**src/rtl/mips_pkg.sv**
```systemverilog
// Shared MIPS pipeline definitions: opcodes, ALU op codes, reset words and
// the ID/EX control bundle.
package mips_pkg;

  localparam int unsigned REG_COUNT = 32;
  localparam int unsigned REG_IDX_W = 5;
  localparam int unsigned XLEN      = 32;
  localparam int unsigned OPCODE_W  = 6;
  localparam int unsigned ALU_OP_W  = 3;

  localparam logic [XLEN-1:0] NOP_WORD = 32'h0000_0000;

  localparam logic [OPCODE_W-1:0] OP_RTYPE = 6'b000000;
  localparam logic [OPCODE_W-1:0] OP_ADDI  = 6'b001000;
  localparam logic [OPCODE_W-1:0] OP_ANDI  = 6'b001100;
  localparam logic [OPCODE_W-1:0] OP_ORI   = 6'b001101;
  localparam logic [OPCODE_W-1:0] OP_SLTI  = 6'b001010;
  localparam logic [OPCODE_W-1:0] OP_LW    = 6'b100011;
  localparam logic [OPCODE_W-1:0] OP_SW    = 6'b101011;
  localparam logic [OPCODE_W-1:0] OP_BEQ   = 6'b000100;

  localparam logic [ALU_OP_W-1:0] ALU_OP_ADD   = 3'b000;
  localparam logic [ALU_OP_W-1:0] ALU_OP_SUB   = 3'b001;
  localparam logic [ALU_OP_W-1:0] ALU_OP_FUNCT = 3'b010;
  localparam logic [ALU_OP_W-1:0] ALU_OP_AND   = 3'b011;
  localparam logic [ALU_OP_W-1:0] ALU_OP_OR    = 3'b100;
  localparam logic [ALU_OP_W-1:0] ALU_OP_SLT   = 3'b101;

  // Control bits carried from ID to EX; an all-zero value is a bubble.
  typedef struct packed {
    logic                reg_dst;
    logic                alu_src;
    logic                mem_to_reg;
    logic                reg_write;
    logic                mem_read;
    logic                mem_write;
    logic                branch;
    logic [ALU_OP_W-1:0] alu_op;
  } ctrl_t;

endpackage

```
**src/rtl/register_file.sv**
```systemverilog
// 32x32 register file: two combinational read ports with write-through
// bypass, one synchronous write port, $0 hardwired to zero.
// Ports:
//   i_clk, i_rst         clock, synchronous active-high reset (clears all)
//   i_we/i_waddr/i_wdata write port (writes to $0 are dropped)
//   i_raddr1/o_rdata1    read port 1
//   i_raddr2/o_rdata2    read port 2
module register_file
  import mips_pkg::*;
(
  input  logic                 i_clk,
  input  logic                 i_rst,
  input  logic                 i_we,
  input  logic [REG_IDX_W-1:0] i_waddr,
  input  logic [XLEN-1:0]      i_wdata,
  input  logic [REG_IDX_W-1:0] i_raddr1,
  input  logic [REG_IDX_W-1:0] i_raddr2,
  output logic [XLEN-1:0]      o_rdata1,
  output logic [XLEN-1:0]      o_rdata2
);

  logic [XLEN-1:0] r_regs [REG_COUNT];
  logic            w_wr_valid;

  assign w_wr_valid = i_we && (i_waddr != REG_IDX_W'(0));

  // Storage; entry 0 is never written so it stays at its reset value of 0.
  always_ff @(posedge i_clk) begin
    if (i_rst) begin
      for (int i = 0; i < int'(REG_COUNT); i++) begin
        r_regs[i] <= '0;
      end
    end else if (w_wr_valid) begin
      r_regs[i_waddr] <= i_wdata;
    end
  end

  // Same-cycle writeback is forwarded so decode never sees a stale value.
  always_comb begin
    o_rdata1 = '0;
    o_rdata2 = '0;
    if (i_raddr1 != REG_IDX_W'(0)) begin
      o_rdata1 = (w_wr_valid && i_waddr == i_raddr1) ? i_wdata : r_regs[i_raddr1];
    end
    if (i_raddr2 != REG_IDX_W'(0)) begin
      o_rdata2 = (w_wr_valid && i_waddr == i_raddr2) ? i_wdata : r_regs[i_raddr2];
    end
  end

endmodule

```
**src/rtl/id_stage.sv**
```systemverilog
// MIPS instruction-decode stage: IF/ID register, register file, control
// decode, immediate extension, branch target, load-use hazard detection and
// the registered ID/EX bundle.
// Ports:
//   clk, rst                         clock, synchronous active-high reset
//   in_instruction, in_pc_plus_four  fetched instruction and PC+4 from IF
//   in_flush                         taken branch: squash IF/ID and ID/EX control
//   in_wb_*                          writeback port into the register file
//   out_stall                        combinational load-use stall to IF
//   out_*                            registered ID/EX bundle to EX
module id_stage
  import mips_pkg::*;
(
  input  logic                 clk,
  input  logic                 rst,
  input  logic [XLEN-1:0]      in_instruction,
  input  logic [XLEN-1:0]      in_pc_plus_four,
  input  logic                 in_flush,
  input  logic                 in_wb_reg_write,
  input  logic [REG_IDX_W-1:0] in_wb_write_reg,
  input  logic [XLEN-1:0]      in_wb_write_data,
  output logic                 out_stall,
  output logic [XLEN-1:0]      out_pc_plus_four,
  output logic [XLEN-1:0]      out_branch_address,
  output logic [XLEN-1:0]      out_read_data_1,
  output logic [XLEN-1:0]      out_read_data_2,
  output logic [XLEN-1:0]      out_imm_ext,
  output logic [REG_IDX_W-1:0] out_rs,
  output logic [REG_IDX_W-1:0] out_rt,
  output logic [REG_IDX_W-1:0] out_rd,
  output logic [5:0]           out_funct,
  output logic [ALU_OP_W-1:0]  out_alu_op,
  output logic                 out_reg_dst,
  output logic                 out_alu_src,
  output logic                 out_mem_to_reg,
  output logic                 out_reg_write,
  output logic                 out_mem_read,
  output logic                 out_mem_write,
  output logic                 out_branch
);

  logic [XLEN-1:0]      r_ifid_instr;
  logic [XLEN-1:0]      r_ifid_pc4;

  logic [OPCODE_W-1:0]  w_opcode;
  logic [REG_IDX_W-1:0] w_rs;
  logic [REG_IDX_W-1:0] w_rt;
  logic [REG_IDX_W-1:0] w_rd;
  logic [XLEN-1:0]      w_imm_ext;
  logic [XLEN-1:0]      w_branch_addr;
  logic [XLEN-1:0]      w_rdata1;
  logic [XLEN-1:0]      w_rdata2;
  ctrl_t                w_ctrl;
  logic                 w_uses_rt;
  logic                 w_stall;

  ctrl_t                r_idex_ctrl;
  logic [XLEN-1:0]      r_idex_pc4;
  logic [XLEN-1:0]      r_idex_baddr;
  logic [XLEN-1:0]      r_idex_rd1;
  logic [XLEN-1:0]      r_idex_rd2;
  logic [XLEN-1:0]      r_idex_imm;
  logic [REG_IDX_W-1:0] r_idex_rs;
  logic [REG_IDX_W-1:0] r_idex_rt;
  logic [REG_IDX_W-1:0] r_idex_rd;
  logic [5:0]           r_idex_funct;

  // IF/ID register: flush beats stall beats load.
  always_ff @(posedge clk) begin
    if (rst || in_flush) begin
      r_ifid_instr <= NOP_WORD;
      r_ifid_pc4   <= '0;
    end else if (!w_stall) begin
      r_ifid_instr <= in_instruction;
      r_ifid_pc4   <= in_pc_plus_four;
    end
  end

  assign w_opcode      = r_ifid_instr[31:26];
  assign w_rs          = r_ifid_instr[25:21];
  assign w_rt          = r_ifid_instr[20:16];
  assign w_rd          = r_ifid_instr[15:11];
  assign w_imm_ext     = {{16{r_ifid_instr[15]}}, r_ifid_instr[15:0]};
  assign w_branch_addr = r_ifid_pc4 + {w_imm_ext[29:0], 2'b00};

  // Control decode; don't-care bits of sw/beq are driven 0.
  always_comb begin
    w_ctrl    = '0;
    w_uses_rt = 1'b0;
    case (w_opcode)
      OP_RTYPE: begin
        w_ctrl.reg_dst   = 1'b1;
        w_ctrl.reg_write = 1'b1;
        w_ctrl.alu_op    = ALU_OP_FUNCT;
        w_uses_rt        = 1'b1;
      end
      OP_ADDI: begin
        w_ctrl.alu_src   = 1'b1;
        w_ctrl.reg_write = 1'b1;
        w_ctrl.alu_op    = ALU_OP_ADD;
      end
      OP_ANDI: begin
        w_ctrl.alu_src   = 1'b1;
        w_ctrl.reg_write = 1'b1;
        w_ctrl.alu_op    = ALU_OP_AND;
      end
      OP_ORI: begin
        w_ctrl.alu_src   = 1'b1;
        w_ctrl.reg_write = 1'b1;
        w_ctrl.alu_op    = ALU_OP_OR;
      end
      OP_SLTI: begin
        w_ctrl.alu_src   = 1'b1;
        w_ctrl.reg_write = 1'b1;
        w_ctrl.alu_op    = ALU_OP_SLT;
      end
      OP_LW: begin
        w_ctrl.alu_src    = 1'b1;
        w_ctrl.mem_to_reg = 1'b1;
        w_ctrl.reg_write  = 1'b1;
        w_ctrl.mem_read   = 1'b1;
        w_ctrl.alu_op     = ALU_OP_ADD;
      end
      OP_SW: begin
        w_ctrl.alu_src   = 1'b1;
        w_ctrl.mem_write = 1'b1;
        w_ctrl.alu_op    = ALU_OP_ADD;
        w_uses_rt        = 1'b1;
      end
      OP_BEQ: begin
        w_ctrl.branch = 1'b1;
        w_ctrl.alu_op = ALU_OP_SUB;
        w_uses_rt     = 1'b1;
      end
      default: begin
        w_ctrl    = '0;
        w_uses_rt = 1'b0;
      end
    endcase
  end

  register_file u_regfile (
    .i_clk    (clk),
    .i_rst    (rst),
    .i_we     (in_wb_reg_write),
    .i_waddr  (in_wb_write_reg),
    .i_wdata  (in_wb_write_data),
    .i_raddr1 (w_rs),
    .i_raddr2 (w_rt),
    .o_rdata1 (w_rdata1),
    .o_rdata2 (w_rdata2)
  );

  // Load in EX whose destination feeds this decode: hold one cycle.
  assign w_stall = r_idex_ctrl.mem_read && (r_idex_rt != REG_IDX_W'(0)) &&
                   ((r_idex_rt == w_rs) || (w_uses_rt && (r_idex_rt == w_rt)));
  assign out_stall = w_stall;

  // ID/EX register; flush or stall injects a control bubble.
  always_ff @(posedge clk) begin
    if (rst) begin
      r_idex_ctrl  <= '0;
      r_idex_pc4   <= '0;
      r_idex_baddr <= '0;
      r_idex_rd1   <= '0;
      r_idex_rd2   <= '0;
      r_idex_imm   <= '0;
      r_idex_rs    <= '0;
      r_idex_rt    <= '0;
      r_idex_rd    <= '0;
      r_idex_funct <= '0;
    end else begin
      r_idex_ctrl  <= (in_flush || w_stall) ? ctrl_t'('0) : w_ctrl;
      r_idex_pc4   <= r_ifid_pc4;
      r_idex_baddr <= w_branch_addr;
      r_idex_rd1   <= w_rdata1;
      r_idex_rd2   <= w_rdata2;
      r_idex_imm   <= w_imm_ext;
      r_idex_rs    <= w_rs;
      r_idex_rt    <= w_rt;
      r_idex_rd    <= w_rd;
      r_idex_funct <= r_ifid_instr[5:0];
    end
  end

  assign out_pc_plus_four   = r_idex_pc4;
  assign out_branch_address = r_idex_baddr;
  assign out_read_data_1    = r_idex_rd1;
  assign out_read_data_2    = r_idex_rd2;
  assign out_imm_ext        = r_idex_imm;
  assign out_rs             = r_idex_rs;
  assign out_rt             = r_idex_rt;
  assign out_rd             = r_idex_rd;
  assign out_funct          = r_idex_funct;
  assign out_alu_op         = r_idex_ctrl.alu_op;
  assign out_reg_dst        = r_idex_ctrl.reg_dst;
  assign out_alu_src        = r_idex_ctrl.alu_src;
  assign out_mem_to_reg     = r_idex_ctrl.mem_to_reg;
  assign out_reg_write      = r_idex_ctrl.reg_write;
  assign out_mem_read       = r_idex_ctrl.mem_read;
  assign out_mem_write      = r_idex_ctrl.mem_write;
  assign out_branch         = r_idex_ctrl.branch;

endmodule

```
**config.mk**
```make
export PLATFORM = sky130hd
export DESIGN_NAME = id_stage
export DESIGN_NICKNAME = d
export VERILOG_FILES = /design/src/rtl/mips_pkg.sv /design/src/rtl/register_file.sv /design/src/rtl/id_stage.sv
export SDC_FILE = /design/constraint.sdc
export NUM_CORES = 2
export LEC_CHECK = 0
export CAP_MARGIN = 0
export CORE_MARGIN = 2
export CORE_UTILIZATION = 64
export DETAILED_ROUTE_END_ITERATION = 10
export DONT_BUFFER_PORTS = 1
export GPL_ROUTABILITY_DRIVEN = 0
export GPL_TIMING_DRIVEN = 1
export PLACE_DENSITY_LB_ADDON = 0.3
export REMOVE_ABC_BUFFERS = 1
export SLEW_MARGIN = 15
export SYNTH_ARGS = -nofsm -noshare
export SYNTH_HDL_FRONTEND = slang
export SYNTH_SLANG_ARGS = --single-unit
```
**constraint.sdc**
```tcl
create_clock -name clk -period 7 [get_ports clk]
set_input_delay 1.05 -clock clk [delete_from_list [all_inputs] [get_ports clk]]
set_output_delay 1.05 -clock clk [all_outputs]
set_load 0.03 [all_outputs]
```
==> flow_summary.json <==
{
  "ys_seq_elements": 1249,
  "synthToLayoutAreaGrowth_pct": 7.83,
  "dr_wl_met2_mm": 84.1,
  "cts_hold_buf": 0,
  "grt_max_degree": 158,
  "initial_core_util_pct": 64.4,
  "switchingPower_mw": 4.17,
  "setup_violations": 0,
  "synth_cell_type_count": 63,
  "fmax_ghz": 0.241,
  "final_util_pct": 69.5,
  "ant_nets": 0,
  "maxUsedRoutingLayer": "met5",
  "synthTopCellsByArea": "edfxtp_1 49%, mux4_2 20%, and2_1 9.8%",
  "place_inst": 5206,
  "fin_crit_ns": 4.15,
  "cts_root_buffer": "clkbuf_16",
  "ys.flop_type": "edfxtp_1",
  "ys_warn_count": 0,
  "rows": 115,
  "yosysTopAreaCellShare_pct": 48.6,
  "power_frac_comb_pct": 8.3,
  "cp-start-kind": "register",
  "leakage_nw": 22.6,
  "vias": 38500,
  "synth_area_sq_um": 63300,
  "setup.worst_path.end_class": "primary output",
  "path_class": "register to primary output",
  "grt_pass1_wl_mm": 262,
  "pwr-share-clk_pct": 41.2,
  "seq_area_frac_synth_pct": 55.7,
  "clock_path_buffers": 3,
  "yosysMostFrequentCell": "edfxtp_1",
  "slew_violations": 0,
  "ir_drop_mv": 0.326,
  "cts_resized": 0,
  "drtIter0Drc": 5603,
  "cts_sinks": 1249,
  "worst_pin_slew_ns": 1.35,
  "synthCells": 4265,
  "power_density_nw_per_um2": 256,
  "p_int_mw": 13.3,
  "numCtsBuffers": 134,
  "clkSlewWorstSetupHoldPaths_ns": 0.06,
  "insertion_delay_ns": 0.75,
  "period_share_pct": 59.3,
  "die_area_sq_um": 101000,
  "first_pass_iters": 5,
  "crit_required_ns": 5.95,
  "die_w_um": 319,
  "yosys-top-cells-count": "1,024 x edfxtp_1, 993 x and2_1, 564 x mux4_2",
  "totalNegativeSetupSlack_ns": 0,
  "drive_gt1_share_pct": 23.3,
  "cap_violations": 0,
  "run_status": "completed",
  "grt_pass1_vias": 38500,
  "postCtsSetupBuffers": 0,
  "fin_cells": 5453,
  "num-nets-final": 4190,
  "cts.htree.levels": 4,
  "final_area_sq_um": 68300,
  "path_max_fanout": 48,
  "syn_avg_cell_area_sq_um": 14.8,
  "relSlewSlack_pct": 9.95,
  "fp.dieH_um": 319,
  "drc": 0,
  "rsz0062_at_grt": "false",
  "grt_overflow": 0,
  "met3WireLength_mm": 23.2,
  "cp.arrival_ns": 3.10,
  "avgViaCountPerCell": 7.06,
  "io_buffers": 0,
  "grtUsageTotal_pct": 35.8,
  "avgRoutedWirePerCell_um": 33.0,
  "synth_edf_count": 1024,
  "ioPinCount": 297,
  "hold_violations": 0,
  "seqPwrFrac_pct": 50.4,
  "wirelength_mm": 180,
  "core_area_sq_um": 98300,
  "p_sw_share_pct": 23.8,
  "hold_path.class": "primary input to register",
  "cts_tree": "yes",
  "finClkSkew_ns": 0.0231,
  "async_reset_ff_share_pct": 0,
  "m1WireLength_mm": 63.7,
  "antenna_found_initial": 4,
  "post-dp-hpwl_mm": 107,
  "synth_top_area_cell": "edfxtp_1",
  "timing.hold.ws_ns": 0.425,
  "placed_cell_area_sq_um": 63800
}
-- sequential cells by signal, indices dropped and copies added, names as in the netlist --
name	count
out_alu_op	3
out_alu_src	1
out_branch	1
out_branch_address	30
out_imm_ext	16
out_mem_read	1
out_mem_write	1
out_pc_plus_four	32
out_read_data_1	32
out_read_data_2	32
out_reg_dst	1
out_reg_write	1
out_rs	5
out_rt	5
r_ifid_instr	32
r_ifid_pc4	32
u_regfile.r_regs	1024
-- layout by cell type (no fill, tap or decap), types with 8 or more instances in the layout --
cell,Yosys,final
dfxtp_4,0,10
buf_12,0,8
mux2i_1,181,181
or2_2,32,30
nor2_2,1,8
a21o_1,18,18
clkbuf_8,0,19
o22ai_1,18,18
nor2_4,0,24
clkinv_2,0,17
conb_1,1,32
nor3_1,22,22
inv_1,24,24
o21ai_1,41,41
clkinv_1,0,20
and2_1,993,993
nand3_1,8,8
a221oi_1,15,15
o31ai_1,10,10
nor2_1,158,127
ha_1,29,29
mux2_2,39,39
a21oi_1,50,50
nand2_1,90,90
a221oi_2,8,8
o21bai_1,9,9
dfxtp_1,225,214
buf_4,65,62
xnor2_1,25,25
o21ai_0,33,33
edfxtp_1,1024,1024
mux4_2,564,564
a211oi_1,20,20
clkbuf_16,0,146
nor2b_1,64,63
clkbuf_1,286,23
xor2_1,17,17
o221ai_1,21,21
-- through the flow --
stage	setup slack (ns)	power, mW
after CTS	2.82	17.5
after global routing	2.72	17.9
final	2.85	17.5
after detailed placement	2.80	10.4
after global placement	2.85	10.3
after floorplan	-8.18	10.0
-- critical path, cell delays in order (launching register included) --
cell	delay, ns
dfxtp_4	0.89
xnor2_1	0.19
nand4_1	0.12
nor4_1	0.23
a31oi_1	0.10
nor2_4	0.31
buf_4	0.46
-- worst paths after layout --
check | from | to | slack (ns) | cells after the start
worst min-delay path | in_wb_write_data[4] | out_read_data_2[4] | 0.42 | 2
worst max-delay path | r_ifid_instr[17] | out_stall | 2.85 | 6
worst max register to register | r_ifid_instr[16] | out_read_data_2[0] | 3.13 | 7
worst min register to register | r_ifid_pc4[1] | out_pc_plus_four[1] | 0.47 | 1
-- per-layer routing --
metal,vias to the layer above,GRT usage (%)
met4,2,16.6
met1,19600,47.9
met3,461,9.61
met2,2815,55.3
met5,-,0
li1,15600,-
-- final cells by class --
class                      count  area [sq um]
inverter                      24          90.1
fill                        6237         30000
timing repair buffer          71           653
tap                         1287          1610
clock buffer                 188          4000
antenna                        1          2.50
sequential                  1249         35300
multi-input combinational   2575         26200
clock inverter                58           489
-- cell families (layout without fill, tap and decap cells) --
group,after synthesis,in the layout,synth area share (%)
simple gates,1406,1406,12.9
flops,1249,1249,55.7
other cells,1,33,0.00592
xor+xnor,42,42,0.581
compound gates,281,281,3.04
fa+ha+maj,30,30,0.605
buf+inv,472,341,3.58
mux,784,784,23.6
-- power by group through the flow --
stage / Clock, mW / Sequential [mW] / Combinational, mW
global placement: 0 / 8.92 / 1.40
finish: 7.21 / 8.82 / 1.46
CTS: 7.22 / 8.81 / 1.43
global route: 7.50 / 8.85 / 1.50
floorplan: 0 / 8.92 / 1.08
detailed placement: 0 / 8.96 / 1.42
(Power assumes the default switching activity.)
